<file path="config.mk">
export PLATFORM = sky130hd
export DESIGN_NAME = dmem_arbiter_flat
export DESIGN_NICKNAME = d
export VERILOG_FILES = /design/src/rtl/dmem_arb_pkg.sv /design/src/rtl/dmem_arbiter_if.sv /design/src/rtl/dmem_wait_counter.sv /design/src/rtl/dmem_arbiter.sv /design/src/flat_wrapper.sv
export SDC_FILE = /design/constraint.sdc
export NUM_CORES = 1
export LEC_CHECK = 0
export CORE_UTILIZATION = 42
export DETAILED_ROUTE_END_ITERATION = 10
export PLACE_DENSITY_LB_ADDON = 0.15
export SETUP_SLACK_MARGIN = 0.02
export SYNTH_ARGS = -nofsm -noshare
export SYNTH_HDL_FRONTEND = slang
export SYNTH_HIERARCHICAL = 1
export SYNTH_SLANG_ARGS = --single-unit
export TNS_END_PERCENT = 50
</file>
<file path="constraint.sdc">
create_clock -name clk -period 2.87 [get_ports clk]
set_input_delay 0.4305 -clock clk [delete_from_list [all_inputs] [get_ports clk]]
set_output_delay 0.4305 -clock clk [all_outputs]
set_load 0.02 [all_outputs]
</file>
<file path="src/rtl/dmem_arb_pkg.sv">
// Shared types for the data-memory arbiter: FSM state and access-owner encodings.
package dmem_arb_pkg;

  typedef enum logic [1:0] {
    IDLE   = 2'd0,
    ACCESS = 2'd1,
    RESP   = 2'd2
  } arb_state_t;

  typedef enum logic {
    CORE = 1'b0,
    LDR  = 1'b1
  } owner_t;

  // Wide enough for WAIT_CYCLES-1 with WAIT_CYCLES up to 15
  localparam int WAIT_CNT_W = 4;

endpackage

</file>
<file path="src/rtl/dmem_arbiter_if.sv">
// Bundles the core port, loader/debug port and data-memory port of the arbiter.
interface dmem_arbiter_if;

  logic        core_req;
  logic        core_we;
  logic [31:0] core_addr;
  logic [31:0] core_wdata;
  logic [31:0] core_rdata;
  logic        core_done;
  logic        core_stall;

  logic        ldr_req;
  logic        ldr_we;
  logic [31:0] ldr_addr;
  logic [31:0] ldr_wdata;
  logic [31:0] ldr_rdata;
  logic        ldr_ack;

  logic        mem_en;
  logic        mem_we;
  logic [31:0] mem_addr;
  logic [31:0] mem_wdata;
  logic [31:0] mem_rdata;

  modport slave (
    input  core_req, core_we, core_addr, core_wdata,
    output core_rdata, core_done, core_stall,
    input  ldr_req, ldr_we, ldr_addr, ldr_wdata,
    output ldr_rdata, ldr_ack,
    output mem_en, mem_we, mem_addr, mem_wdata,
    input  mem_rdata
  );

  modport master (
    output core_req, core_we, core_addr, core_wdata,
    input  core_rdata, core_done, core_stall,
    output ldr_req, ldr_we, ldr_addr, ldr_wdata,
    input  ldr_rdata, ldr_ack,
    input  mem_en, mem_we, mem_addr, mem_wdata,
    output mem_rdata
  );

endinterface

</file>
<file path="src/rtl/dmem_wait_counter.sv">
// Down-counter timing the memory access window; zero marks the last access cycle.
module dmem_wait_counter
  import dmem_arb_pkg::*;
(
  input  logic                  clk,
  input  logic                  rst,
  input  logic                  load,
  input  logic                  dec,
  input  logic [WAIT_CNT_W-1:0] load_value,
  output logic                  zero
);

  logic [WAIT_CNT_W-1:0] count;

  always_ff @(posedge clk or negedge rst) begin
    if (!rst) begin
      count <= '0;
    end else if (load) begin
      count <= load_value;
    end else if (dec && (count != '0)) begin
      count <= count - 1'b1;
    end
  end

  assign zero = (count == '0);

endmodule

</file>
<file path="src/rtl/dmem_arbiter.sv">
// Two-port data-memory arbiter (core vs loader/debug) with fixed-length accesses.
// Optional loader anti-starvation: define DMEM_ARB_FAIR_EN.
module dmem_arbiter
  import dmem_arb_pkg::*;
#(
  parameter int WAIT_CYCLES  = 2,
  parameter int STARVE_LIMIT = 4
) (
  input logic          clk,
  input logic          rst,
  dmem_arbiter_if.slave bus
);

  localparam logic [WAIT_CNT_W-1:0] LOAD_VALUE = WAIT_CNT_W'(WAIT_CYCLES - 1);

  arb_state_t state;
  owner_t     owner;
  owner_t     next_owner;
  logic       any_req;
  logic       cnt_load;
  logic       cnt_dec;
  logic       cnt_zero;

  assign any_req  = bus.core_req | bus.ldr_req;
  assign cnt_load = (state == IDLE) && any_req;
  assign cnt_dec  = (state == ACCESS) && !cnt_zero;

  dmem_wait_counter u_wait_counter (
    .clk        (clk),
    .rst        (rst),
    .load       (cnt_load),
    .dec        (cnt_dec),
    .load_value (LOAD_VALUE),
    .zero       (cnt_zero)
  );

`ifdef DMEM_ARB_FAIR_EN
  localparam int STARVE_W = $clog2(STARVE_LIMIT + 1);

  logic [STARVE_W-1:0] starve_cnt;
  logic                starved;

  assign starved    = bus.ldr_req && (starve_cnt >= STARVE_W'(STARVE_LIMIT));
  assign next_owner = (bus.ldr_req && (!bus.core_req || starved)) ? LDR : CORE;

  // Counts core grants that overtook a waiting loader; only moves at arbitration
  always_ff @(posedge clk or negedge rst) begin
    if (!rst) begin
      starve_cnt <= '0;
    end else if ((state == IDLE) && any_req) begin
      if ((next_owner == LDR) || !bus.ldr_req) begin
        starve_cnt <= '0;
      end else begin
        starve_cnt <= starve_cnt + 1'b1;
      end
    end
  end
`else
  assign next_owner = bus.core_req ? CORE : LDR;
`endif

  // Request inputs are only looked at in IDLE; the rest of the access runs on latched values
  always_ff @(posedge clk or negedge rst) begin
    if (!rst) begin
      state          <= IDLE;
      owner          <= CORE;
      bus.mem_en     <= 1'b0;
      bus.mem_we     <= 1'b0;
      bus.mem_addr   <= '0;
      bus.mem_wdata  <= '0;
      bus.core_rdata <= '0;
      bus.ldr_rdata  <= '0;
      bus.core_done  <= 1'b0;
      bus.ldr_ack    <= 1'b0;
    end else begin
      bus.core_done <= 1'b0;
      bus.ldr_ack   <= 1'b0;
      case (state)
        IDLE: begin
          if (any_req) begin
            owner      <= next_owner;
            state      <= ACCESS;
            bus.mem_en <= 1'b1;
            if (next_owner == LDR) begin
              bus.mem_we    <= bus.ldr_we;
              bus.mem_addr  <= bus.ldr_addr;
              bus.mem_wdata <= bus.ldr_wdata;
            end else begin
              bus.mem_we    <= bus.core_we;
              bus.mem_addr  <= bus.core_addr;
              bus.mem_wdata <= bus.core_wdata;
            end
          end
        end
        ACCESS: begin
          if (cnt_zero) begin
            state      <= RESP;
            bus.mem_en <= 1'b0;
            bus.mem_we <= 1'b0;
            if (!bus.mem_we) begin
              if (owner == LDR) begin
                bus.ldr_rdata <= bus.mem_rdata;
              end else begin
                bus.core_rdata <= bus.mem_rdata;
              end
            end
            if (owner == LDR) begin
              bus.ldr_ack <= 1'b1;
            end else begin
              bus.core_done <= 1'b1;
            end
          end
        end
        RESP: begin
          state <= IDLE;
        end
        default: begin
          state <= IDLE;
        end
      endcase
    end
  end

  assign bus.core_stall = bus.core_req & ~bus.core_done;

endmodule

</file>
<file path="src/flat_wrapper.sv">
// flat-port wrapper written by rule: the top's interface ports become plain ports
module dmem_arbiter_flat import dmem_arb_pkg::*;
#(
  parameter int WAIT_CYCLES  = 2,
  parameter int STARVE_LIMIT = 4
)
  (clk, rst, bus_core_req, bus_core_we, bus_core_addr, bus_core_wdata, bus_core_rdata, bus_core_done, bus_core_stall, bus_ldr_req, bus_ldr_we, bus_ldr_addr, bus_ldr_wdata, bus_ldr_rdata, bus_ldr_ack, bus_mem_en, bus_mem_we, bus_mem_addr, bus_mem_wdata, bus_mem_rdata);
  dmem_arbiter_if bus_i ();
  input logic clk;
  input logic rst;
  input wire logic [$bits(bus_i.core_req)-1:0] bus_core_req;
  input wire logic [$bits(bus_i.core_we)-1:0] bus_core_we;
  input wire logic [$bits(bus_i.core_addr)-1:0] bus_core_addr;
  input wire logic [$bits(bus_i.core_wdata)-1:0] bus_core_wdata;
  output wire logic [$bits(bus_i.core_rdata)-1:0] bus_core_rdata;
  output wire logic [$bits(bus_i.core_done)-1:0] bus_core_done;
  output wire logic [$bits(bus_i.core_stall)-1:0] bus_core_stall;
  input wire logic [$bits(bus_i.ldr_req)-1:0] bus_ldr_req;
  input wire logic [$bits(bus_i.ldr_we)-1:0] bus_ldr_we;
  input wire logic [$bits(bus_i.ldr_addr)-1:0] bus_ldr_addr;
  input wire logic [$bits(bus_i.ldr_wdata)-1:0] bus_ldr_wdata;
  output wire logic [$bits(bus_i.ldr_rdata)-1:0] bus_ldr_rdata;
  output wire logic [$bits(bus_i.ldr_ack)-1:0] bus_ldr_ack;
  output wire logic [$bits(bus_i.mem_en)-1:0] bus_mem_en;
  output wire logic [$bits(bus_i.mem_we)-1:0] bus_mem_we;
  output wire logic [$bits(bus_i.mem_addr)-1:0] bus_mem_addr;
  output wire logic [$bits(bus_i.mem_wdata)-1:0] bus_mem_wdata;
  input wire logic [$bits(bus_i.mem_rdata)-1:0] bus_mem_rdata;
  assign bus_i.core_req = bus_core_req;
  assign bus_i.core_we = bus_core_we;
  assign bus_i.core_addr = bus_core_addr;
  assign bus_i.core_wdata = bus_core_wdata;
  assign bus_core_rdata = bus_i.core_rdata;
  assign bus_core_done = bus_i.core_done;
  assign bus_core_stall = bus_i.core_stall;
  assign bus_i.ldr_req = bus_ldr_req;
  assign bus_i.ldr_we = bus_ldr_we;
  assign bus_i.ldr_addr = bus_ldr_addr;
  assign bus_i.ldr_wdata = bus_ldr_wdata;
  assign bus_ldr_rdata = bus_i.ldr_rdata;
  assign bus_ldr_ack = bus_i.ldr_ack;
  assign bus_mem_en = bus_i.mem_en;
  assign bus_mem_we = bus_i.mem_we;
  assign bus_mem_addr = bus_i.mem_addr;
  assign bus_mem_wdata = bus_i.mem_wdata;
  assign bus_i.mem_rdata = bus_mem_rdata;
  dmem_arbiter #(.WAIT_CYCLES(WAIT_CYCLES), .STARVE_LIMIT(STARVE_LIMIT)) u_core (.clk(clk), .rst(rst), .bus(bus_i));
endmodule
</file>
Word-level counts from Yosys, hierarchy flattened
Cells that the tools add are included.
- output and inout port bits: 133
- word-level logic and storage cells: 54
- bits of input ports: 166
- flip-flop bits (word level): 139
- reductions and logical operators: 14
- bitwise operators: 5
- multiplexer cells: 20
- equality and inequality tests: 3
- add/sub/neg operators: 1
- operators with widths (kind ; count):
    two-way mux 32 bit ; 2
    two-way mux 1 bit ; 11
    two-way mux 4 bit ; 2
    AND reduction 4 bit ; 2
    logical NOT 4 bit ; 1
    two-way mux 2 bit ; 2
    inequality test 2 x 1 -> 1 bit (second input constant) ; 2
    one-hot mux 1 bit (2 select lines) ; 2
    one-hot mux 2 bit (2 select lines) ; 1
    AND reduction 2 bit ; 2
    nonzero test 2 bit ; 2
    nonzero test 4 bit ; 1
    subtractor 4 x 1 -> 4 bit (second input constant) ; 1
    logical AND 1 bit ; 3
    inverter 1 bit ; 3
    AND reduction 3 bit ; 1
    equality test 2 x 1 -> 1 bit (second input constant) ; 1
    logical NOT 2 bit ; 1
    AND 1 bit ; 1
    logical NOT 1 bit ; 1
    OR 1 bit ; 1

Longest topological paths before layout
Gate-level depths: netlist (run 1).
- depth after elaboration: 6
- mapped depth: 9
- gate-level depth less buffers: 8

By module
Netlist (run 1), hierarchy kept.
- by module, submodules not included (module ; area an instance (sq um) ; seq. area each (sq um) ; times used ; cells an instance):
    dmem_arbiter ; 6258.5 ; 3378.2 ; 1 ; 367
    dmem_wait_counter ; 252.7 ; 100.1 ; 1 ; 27

Worst setup path after synthesis (run 1)
OpenSTA, ideal clock, no wires.
- path type: reg2reg
- start point: reg u_core.u_wait_counter.count[0]
- end point: reg u_core.u_wait_counter.count[3]
- arrival time: 2067 ps
- path slack: 677 ps
- setup time: 126 ps
- cell stages (with the launch flop): 9
- period minus slack after synthesis: 2193 ps
- required time: 2744 ps
- buffers on the path: 0
- cells stage by stage: dfrtp_1 -> inv_1 -> ha_1 -> or3b_4 -> inv_1 -> nor3b_1 -> nor4b_1 -> nor3b_1 -> a221o_1
- cells in the longest elaborated chain, start to end: 5
- elaborated cells between the ends (all ways): 9
- classes of those cells: add/sub: 1; mux: 2; reduce/logical: 6
- RTL lines (what ; line ; RTL):
    from (decl) ; dmem_wait_counter.sv:13 ; logic [WAIT_CNT_W-1:0] count;
    from (signal assigned) ; dmem_wait_counter.sv:19 ; count <= load_value;
    from (signal assigned) ; dmem_wait_counter.sv:21 ; count <= count - 1'b1;
    logical NOT 4 bit ; dmem_wait_counter.sv:25 ; assign zero = (count == '0);
    net u_core.cnt_zero ; dmem_arbiter.sv:22 ; logic cnt_zero;
    logical NOT 1 bit ; dmem_arbiter.sv:26 ; assign cnt_dec = (state == ACCESS) && !cnt_zero;
    logical AND 1 bit ; dmem_arbiter.sv:26 ;
    net u_core.cnt_dec ; dmem_arbiter.sv:21 ; logic cnt_dec;
    logical AND 1 bit ; dmem_wait_counter.sv:20 ; end else if (dec && (count != '0)) begin
    nonzero test 2 bit (no line) ; - ;
The timed path passes the listed nets, and every way through them passes these cells. The select of a mux whose other input is x is not followed.
A chain may end at the register's enable or synchronous reset.

Worst setup path in the final report (run 1)
- start point: reg u_core.u_wait_counter.count[0]
- end point: reg u_core.bus.ldr_rdata[3]
- cells in the longest elaborated chain, start to end: 2
- RTL lines (what ; line ; RTL):
    logical NOT 4 bit ; dmem_wait_counter.sv:25 ;
    net u_core.cnt_zero ; dmem_arbiter.sv:22 ;
    AND reduction 4 bit (no line) ; - ;
    to (signal assigned) ; dmem_arbiter.sv:102 ; bus.ldr_rdata <= bus.mem_rdata;
    to (decl) ; dmem_arbiter_if.sv:29 ; output ldr_rdata, ldr_ack,
The timed path passes the listed nets, and every way through them passes these cells.

==> run metrics, run 1 <==
mux contribution to synthesized area=roughly two fifths; worst-path fanout max=32; CTS tree=built; total gr overflow=0; drt via density=slightly below 5; Post-CTS Setup Repair Bufs=0; hold_buf cts=0; Worst Reg-to-Reg Cells=9; row cnt=45; crit-path cells=inv_1 -> ha_1 -> or3b_4 -> inv_1 -> nand3b_4 -> inv_2 -> nand3b_4 -> buf_4 -> mux2_4; Die W=roughly 130 um; sequential area share after synthesis=about 53%; Area growth, synth to finish=56.2%; startpoint types=flip-flop; initial antenna violation count=0; RSZ-0062 raised after global routing=no; Synth Area per Inst=about 17 sq um; Routed WL=approximately 16000 um; count of pins over their slew limit=0; Setup Skew=0.0109 ns; Tot GR Track Use=between 20% and 30%; Pleak=4.46 nW; register share of total power=between 30% and 40%; Final setup viols=0; die footprint=roughly 16000 sq um; clk buf depth=2; Synth Instances=~400; Final Cycle Share=~80%; multi-input gate area in the final layout=2780 sq um; FF-to-FF Start=u_core/u_wait_counter/count[0]$_DFFE_PN0P_; clock tree sinks=139; CP Capture Type=flip-flop; Power Density=roughly 1100 nW/um^2; Netlist cell types=37; H-tree depth=4; vias=between 4000 and 5000; Max-slew headroom=about 55%; Initial Util=43.0%; vias in the first global route=approximately 4700; area occupied by registers=approximately 3500 sq um; Power, Total=between 10 and 15 mW; Inserted Clock Buffers=17; critical path arrival=2.63 ns; Design Area, Final=10200 sq um; drt wl/cell=17.9 um; HP Class=in2async; die height=between 100 and 150 um; critical path class=reg2reg; NetSw=3.73 mW; Synthesis Warnings=6; Crit path required time=about 3.2 ns; first-pass GRT wire length=around 25000 um; largest family of logic cells by synthesized area=multiplexers; RR Endpoint=u_core/bus.ldr_rdata[3]$_DFFE_PN0P_; CP max stage cell=or3b_4; post-CTS resize count=0; layout cells sized above 1=33.7%; worst reg2reg setup slack=between 0.5 and 0.6 ns; Top Ports=roughly 300; simple-gate share of the synthesized area=2.56%; GPL Wtd Cong=roughly 0.81; Pint=between 7 and 8 mW; Root Buffer=clkbuf_16; hold_ws=around 0.028 ns; Comb pwr share=roughly 50%; total of max-cap violations=0; ANT nets after route=0; sum of negative setup slack=0 ns; Slew @ Worst Pin=0.676 ns; FILL cells=between 1000 and 1500; Post-Synth XOR/XNOR Area=0%; CP max stage delay=about 0.42 ns; number of antenna diodes=0; Fin. Hold Viols=0; Peak VDD IR=~0.62 mV; post-DP HPWL=~12000 um; drt first pass iters=6; synthesized area=between 6000 and 7000 sq um; Layout Nets=866; 1st-iter DRT viols=approximately 140; Period minus WS final=2.34 ns; # DRC=0; IO Port Bufs=about 300; largest net degree at the start of global routing=between 70 and 80; outcome=finished, final reports clean; Clk pwr share=18.7%; Yosys reg bits=approximately 140; adder-cell share of the synthesized area=less than 1%; Synth Area in Compound Gates=around 1.3%; core box area=between 15000 and 20000 sq um; clk slew on worst S/H paths=around 0.06 ns; Sw Share=between 30% and 40%; Highest Clock Rate=428 MHz; Clk Latency, worst-skew pair=slightly above 0.4 ns; area of placed instances=9610 sq um
==> sequential cells by signal, indices dropped and copies added, names as in the netlist <==
| register | cells |
|---|---|
| u_core/bus.core_rdata | 32 |
| u_core/bus.ldr_rdata | 32 |
| u_core/bus.mem_addr | 32 |
| u_core/bus.mem_wdata | 32 |
| u_core/u_wait_counter/count | 4 |
| u_core/state | 2 |
| u_core/bus.core_done | 1 |
| u_core/bus.ldr_ack | 1 |
| u_core/bus.mem_en | 1 |
| u_core/bus.mem_we | 1 |
| u_core/owner | 1 |
==> cell families after synthesis <==
kind of cell	Yosys count
buffers and inverters	26
adder cells (fa/ha/maj)	1
AND/OR/NAND/NOR	20
other	2
multiplexers	194
AO/OA/AOI/OAI	12
flip-flops	139
==> final cells by class <==
type                       instances  share of cell area [%]
sequential                       139                    34.2
timing repair buffer             306                    30.5
multi-input combinational        231                    27.3
clock buffer                      23                    4.90
tap                              188                    2.31
clock inverter                     7                   0.640
inverter                           4                   0.148
==> placed cells by master (no fill, tap or decap), drive strengths merged, types with 2 or more instances in the layout <==
master         synthesis  layout
a21oi                  5       5
buf                   22      10
o21ai                  2       2
clkinv                 0       4
clkinvlp               0       2
clkdlybuf4s50          0     296
dfrtp                139     139
mux2                 192     192
nand3b                 2       2
conb                   2       4
inv                    4       4
clkbuf                 0      23
nor3                   2       2
nand2                  4       4
nor3b                  2       2
nor2                   2       2
mux2i                  2       2
==> critical path, delay by kind of cell (launching register included) <==
kind                       cells  cell delay, ns
adders and majority gates      1            0.20
buffers and inverters          4            0.64
muxes                          1            0.37
and+or+nand+nor                3            0.61
DFF                            1            0.37
==> per-stage QoR <==
stage                     utilization, %  setup slack, ns  instances
after floorplan                        -            0.677        396
after global placement              63.4            0.605        868
after detailed placement            63.4            0.554        868
after CTS                           67.2            0.538        898
after global routing                67.2            0.430        898
final                               67.2            0.534        898
==> worst max path at each step <==
stage                                                    start                                    endpoint  depth (start not counted)
finish              u_core/u_wait_counter/count[0]$_DFFE_PN0P_         u_core/bus.ldr_rdata[3]$_DFFE_PN0P_                          9
floorplan           u_core/u_wait_counter/count[0]$_DFFE_PN0P_  u_core/u_wait_counter/count[3]$_DFFE_PN0P_                          8
CTS                 u_core/u_wait_counter/count[0]$_DFFE_PN0P_         u_core/bus.ldr_rdata[3]$_DFFE_PN0P_                          9
detailed placement  u_core/u_wait_counter/count[0]$_DFFE_PN0P_        u_core/bus.ldr_rdata[15]$_DFFE_PN0P_                          9
global placement    u_core/u_wait_counter/count[0]$_DFFE_PN0P_         u_core/bus.ldr_rdata[8]$_DFFE_PN0P_                          9
global route        u_core/u_wait_counter/count[0]$_DFFE_PN0P_         u_core/bus.ldr_rdata[0]$_DFFE_PN0P_                          9
==> Yosys cell counts (all sizes together) <==
cell type	number	area (sq um)
mux2	192	2480
dfrtp	139	3480
buf	22	249
a21oi	5	25.0
inv	4	15.0
nand2	4	15.0
conb	2	7.51
mux2i	2	20.0
nand3b	2	40.0
nor2	2	7.51
nor3	2	21.3
nor3b	2	15.0
o21ai	2	10.0
a21o	1	7.51
a221o	1	10.0
a31o	1	8.76
and2	1	6.26
and3	1	11.3
and4b	1	11.3
ha	1	12.5
nand2b	1	6.26
nor2b	1	6.26
nor4b	1	8.76
o21a	1	15.0
o31a	1	8.76
or2	1	6.26
or3b	1	11.3
==> power groups by stage <==
stage	combinational [mW]	sequential, mW	clock (mW)
after global routing	5.82	3.62	2.23
after detailed placement	5.58	3.52	0
final	5.54	3.49	2.07
after global placement	5.52	3.46	0
after floorplan	1.95	4.60	0
after CTS	5.61	3.50	2.14
==> per-layer routing <==
metal	track usage, %	up-vias	wire (um)
li1	-	2014	-
met1	23.8	2169	6490
met2	37.0	150	8430
met3	5.99	20	853
met4	7.73	0	302
met5	0	-	0
Power figures use the tool's default switching activity.
==> run 2: changes to the inputs <==
--- a/config.mk
+++ b/config.mk
@@ -5,7 +5,7 @@
 export SDC_FILE = /design/constraint.sdc
 export NUM_CORES = 1
 export LEC_CHECK = 0
-export CORE_UTILIZATION = 42
+export CORE_UTILIZATION = 38
 export DETAILED_ROUTE_END_ITERATION = 10
 export PLACE_DENSITY_LB_ADDON = 0.15
 export SETUP_SLACK_MARGIN = 0.02
==> constraint.sdc (replaced) <==
create_clock -name clk -period 2 [get_ports clk]
set_input_delay 0.3 -clock clk [delete_from_list [all_inputs] [get_ports clk]]
set_output_delay 0.3 -clock clk [all_outputs]
set_load 0.02 [all_outputs]
==> run 2 against run 1 <==
Effect of this change:
- the flow now finishes with violations (negative setup slack)
- flip-flop and latch count unchanged
- first-iteration DRC count decreased by 24%
- global-route usage down 1.4 points
- sequential share of layout area fell by 1.1 points
- die area is 10% higher
- highest routed layer unchanged
- clock power grew 69%
- critical endpoint is now u_core/bus.core_rdata[15]$_DFFE_PN0P_
- worst setup slack got worse by 0.67 ns
- clock skew is 0.00052 ns higher
==> run metrics, run 2 (synthesized netlist as in run 1, its figures left out) <==
outcome=finished, violations left; failing checks=negative setup slack; Pleak=roughly 4.6 nW; Fin. Hold Viols=0; final core occ=between 60% and 70%; 1st-iter DRT viols=~100; row cnt=47; layout cells sized above 1=36.0%; CP Capture Type=flip-flop; die height=roughly 130 um; most common cell after layout, fill and taps aside=clkdlybuf4s50_1; post-DP HPWL=between 10000 and 15000 um; first-pass GRT wire length=26100 um; Highest Clock Rate=approximately 470 MHz; clock tree sinks=~140; Tot GR Track Use=around a fifth; # DRC=0; startpoint types=flip-flop; HP Class=in2reg; count of pins over their slew limit=0; ANT nets after route=0; hold_ws=roughly 0.15 ns; fin cells=948; core box area=16600 sq um; Power, Total=between 15 and 20 mW; clk buf depth=2; Layout Nets=around 880; vias=~4400; Setup WS pre-CTS=-0.107 ns; Top Ports=roughly 300; Inst Count DP=between 900 and 1000; Setup Skew=between 0.01 and 0.015 ns; Inserted Clock Buffers=17; H-tree depth=4; Final Cycle Share=107%; critical path arrival=2.43 ns; IO Port Bufs=approximately 300; worst-path fanout max=8; Final setup viols=32; total gr overflow=0; Period minus WS final=around 2.1 ns; GPL Wtd Cong=between 0.7 and 0.8; Initial Util=between 30 and 40%; Crit path required time=roughly 2.3 ns; drt first pass iters=4; Die W=133 um; CP max stage delay=~0.4 ns; min setup slack post-route=-0.134 ns; drt wl/cell=18.0 um; RSZ-0062 raised after global routing=yes; crit-path cells=inv_2 -> ha_4 -> or3b_4 -> inv_4 -> nand3b_4 -> nor3_4 -> buf_4 -> clkbuf_16 -> mux2_2; commonest non-fill, non-tap cells in the layout=clkdlybuf4s50_1, dfrtp_1, mux2_2; critical path class=reg2reg; Clk Latency, worst-skew pair=0.41 ns; clk slew on worst S/H paths=~0.06 ns; vias in the first global route=just under 5000; initial antenna violation count=0; largest net degree at the start of global routing=50; Peak VDD IR=about 0.68 mV; CP max stage cell=dfrtp_1; die footprint=roughly 18000 sq um; total of max-cap violations=0; drt via density=about 4.6; Area growth, synth to finish=61.7%; CTS tree=built; Power Density=around 1600 nW/um^2; number of antenna diodes=0; Root Buffer=clkbuf_16; Routed WL=around 17000 um
-- run 2: cell count changes in the layout (fill, tap and decap cells not counted), sizes merged --
cell / delta
clkinv: +2
dlygate4sd3: +1
buf: +14
clkbuf: -5
inv: +4
clkinvlp: -2
bufinv: +4
-- run 2: power breakdown --
group          switching (mW)  internal [mW]  total [mW]
clock                    1.26           2.25        3.50
sequential              0.786           4.22        5.00
combinational            3.55           4.69        8.24
total                    5.59           11.2        16.7
-- run 2: timing repair --
item | 4_1_cts | 5_1_grt
setup endpoints to repair | 32 | 64
gates cloned | 0 | 2
setup buffers | 0 | 2
hold endpoints to repair | 32 | 0
resized for setup | 1 | 2
hold buffers | 1 | 0
-- run 2: per-stage QoR --
step / setup TNS [ns] / area [sq um]
5_1_grt: -6.33 / 10500
3_5_place_dp: -3.05 / 9790
6_report: -3.55 / 10500
2_1_floorplan: -2.16 / 6540
3_3_place_gp: -1.50 / 9790
4_1_cts: -3.04 / 10500
-- run 2: final timing paths --
path,from,to,slack [ns],cells past startpoint
max,u_core/u_wait_counter/count[1]$_DFFE_PN0P_,u_core/bus.core_rdata[15]$_DFFE_PN0P_,-0.13,9
min,bus_core_req,u_core/owner$_DFFE_PN0P_,0.15,2
max reg2reg,u_core/u_wait_counter/count[1]$_DFFE_PN0P_,u_core/bus.core_rdata[15]$_DFFE_PN0P_,-0.13,9
min reg2reg,u_core/bus.core_rdata[5]$_DFFE_PN0P_,u_core/bus.core_rdata[5]$_DFFE_PN0P_,0.49,1
max in group asynchronous,rst,u_core/bus.ldr_rdata[8]$_DFFE_PN0P_,0.93,3
min in group asynchronous,rst,u_core/bus.mem_addr[28]$_DFFE_PN0P_,0.38,2
-- run 2: final cells by class --
| cell class | count | area [sq um] |
|---|---|---|
| Tap cell | 220 | 275 |
| Sequential cell | 139 | 3480 |
| Timing Repair Buffer | 322 | 3290 |
| Fill cell | 1233 | 6120 |
| Multi-Input combinational cell | 231 | 2800 |
| Clock inverter | 15 | 239 |
| Clock buffer | 17 | 425 |
| Inverter | 4 | 17.5 |
-- run 2: routing by layer --
metal | vias up | global-route usage [%] | wire (um)
met5 | - | 0 | 0
met4 | 0 | 8.30 | 439
met3 | 29 | 4.98 | 783
met2 | 149 | 35.8 | 9180
met1 | 2148 | 20.9 | 6660
li1 | 2059 | - | -
-- run 2: critical path: cells and delay by family (launching register included) --
family / cells / cell delay, ns
AND/OR/NAND/NOR: 3 / 0.66
buffers and inverters: 4 / 0.49
flip-flops: 1 / 0.40
multiplexers: 1 / 0.34
adder cells (fa/ha/maj): 1 / 0.13
==> run 3: changes to the inputs <==
--- a/config.mk
+++ b/config.mk
@@ -7,8 +7,10 @@
 export LEC_CHECK = 0
 export CORE_UTILIZATION = 38
 export DETAILED_ROUTE_END_ITERATION = 10
+export GPL_ROUTABILITY_DRIVEN = 0
 export PLACE_DENSITY_LB_ADDON = 0.15
 export SETUP_SLACK_MARGIN = 0.02
+export SKIP_LAST_GASP = 1
 export SYNTH_ARGS = -nofsm -noshare
 export SYNTH_HDL_FRONTEND = slang
 export SYNTH_HIERARCHICAL = 1
==> run 3 against run 2 <==
Effect of this change:
- maximum frequency rose by 0.17%
- the flow still finishes with violations (negative setup slack)
- combinational power barely moved
- worst setup slack improved by 0.0035 ns
- clock power barely moved
- core utilization barely moved
- design area barely moved
- critical path type unchanged
- flip-flop and latch count did not move
- register-to-register slack barely moved
- die area did not move
==> run metrics, run 3 (synthesized netlist as in run 1, its figures left out) <==
CP Depth=9; buffers and inverters on the worst path=4; Pleak=around 4.6 nW; Inst Count DP=slightly above 900; die footprint=17700 sq um; Fin. Hold Viols=0; RR Endpoint=u_core/bus.core_rdata[5]$_DFFE_PN0P_; total gr overflow=0; Final setup viols=32; Initial Util=around two fifths; die height=~130 um; drt wl/cell=18.0 um; Power Density=about 1600 nW/um^2; clock tree sinks=~140; NetSw=between 5 and 6 mW; FILL cells=about 1200; fin cells=approximately 950; critical path class=reg2reg; first-pass GRT wire length=roughly 26000 um; final core occ=a little over three fifths; core box area=16600 sq um; Final Cycle Share=107%; Setup Skew=between 0.01 and 0.015 ns; HP Class=in2reg; CP Launch Point=u_core/u_wait_counter/count[1]$_DFFE_PN0P_; Clk Latency, worst-skew pair=a little over 0.4 ns; FF-to-FF Start=u_core/u_wait_counter/count[1]$_DFFE_PN0P_; number of antenna diodes=0; row cnt=47; largest net degree at the start of global routing=50; Tot GR Track Use=19.4%; Clk pwr share=between 20% and 30%; crit-path cells=inv_2 -> ha_4 -> or3b_4 -> inv_4 -> nand3b_4 -> nor3_4 -> buf_4 -> clkbuf_16 -> mux2_1; CP max stage delay=approximately 0.40 ns; Period minus WS final=2.13 ns; worst reg2reg setup slack=-0.13 ns; clk buf depth=2; Root Buffer=clkbuf_16; Routed WL=~17000 um; CTS tree=built; layout cells sized above 1=36.0%; Sw Share=between 30% and 40%; register share of total power=29.9%; 1st-iter DRT viols=between 100 and 150; Die W=roughly 130 um; crit path to=u_core/bus.core_rdata[5]$_DFFE_PN0P_; Crit path required time=around 2.3 ns; H-tree depth=4; Power, Total=between 15 and 20 mW; critical path arrival=about 2.4 ns; post-DP HPWL=12700 um; hold_ws=about 0.15 ns; initial antenna violation count=0; most common cell after layout, fill and taps aside=clkdlybuf4s50_1; CP Capture Type=flip-flop; Inserted Clock Buffers=17; Top Ports=around 300; Comb pwr share=between 40% and 50%; Peak VDD IR=between 0.6 and 0.7 mV; worst-path fanout max=8; # DRC=0; drt first pass iters=4; count of pins over their slew limit=0; CP max stage cell=dfrtp_1; Crit path max-delay family=simple AND/OR/NAND/NOR gates; Worst Reg-to-Reg Cells=9; Layout Nets=roughly 880; startpoint types=flip-flop; commonest non-fill, non-tap cells in the layout=clkdlybuf4s50_1, dfrtp_1, mux2_2; RSZ-0062 raised after global routing=yes; vias=approximately 4400; total of max-cap violations=0; clk slew on worst S/H paths=around 0.06 ns; Highest Clock Rate=about 470 MHz; min setup slack post-route=-0.131 ns; IO Port Bufs=between 200 and 300; drt via density=4.62; Pint=between 10 and 15 mW; vias in the first global route=about 4800; ANT nets after route=0; Area growth, synth to finish=61.5%; failing checks=negative setup slack; outcome=finished, violations left
## run 3: cell counts in the layout (fill, tap and decap cells not counted)
No cell type changed its count.
## run 3: worst min path at each step
stage | from | to | slack (ns) | cells past startpoint
final | bus_core_req | u_core/owner$_DFFE_PN0P_ | 0.15 | 2
after global routing | bus_core_req | u_core/owner$_DFFE_PN0P_ | 0.14 | 2
after CTS | bus_core_req | u_core/owner$_DFFE_PN0P_ | 0.14 | 2
after detailed placement | rst | u_core/u_wait_counter/count[3]$_DFFE_PN0P_ | 0.24 | 1
after global placement | rst | u_core/bus.mem_addr[28]$_DFFE_PN0P_ | 0.23 | 1
after floorplan | rst | u_core/bus.core_done$_DFF_PN0_ | 0.004 | 0
## run 3: metrics by stage
stage	setup slack [ns]	TNS (ns)	instance area, sq um
after floorplan	-0.0732	-2.16	6540
after global placement	-0.0488	-1.50	9790
after detailed placement	-0.107	-3.05	9790
after CTS	-0.112	-3.07	10500
after global routing	-0.178	-6.54	10500
final	-0.131	-3.70	10500
## run 3: per-layer routing
metal	global-route usage, %	share of wire [%]
met1	20.9	39
met2	35.8	54
met3	4.98	4.5
met4	8.30	2.6
met5	0	0
## run 3: final cells by class
| class | instances | area, sq um | area share (%) |
|---|---|---|---|
| inverter | 4 | 17.5 | 0.167 |
| tap | 220 | 275 | 2.62 |
| timing repair buffer | 322 | 3290 | 31.3 |
| clock buffer | 17 | 425 | 4.04 |
| multi-input combinational | 231 | 2790 | 26.6 |
| clock inverter | 15 | 239 | 2.27 |
| sequential | 139 | 3480 | 33.1 |
## run 3: power by group through the flow
stage,Clock [mW],Sequential [mW],Combinational (mW)
after floorplan,0,6.61,2.83
after global placement,0,5.00,8.12
after detailed placement,0,5.05,8.25
after CTS,3.60,5.02,8.30
after global routing,3.72,5.18,8.61
final,3.50,5.00,8.23
## run 3: repair_timing
action | in CTS | in global routing
pin swaps | 0 | 0
hold endpoints to repair | 32 | 0
gates resized for setup | 0 | 1
hold buffers | 1 | 0
gates cloned | 0 | 2
setup buffers | 0 | 2
setup endpoints to repair | 32 | 64
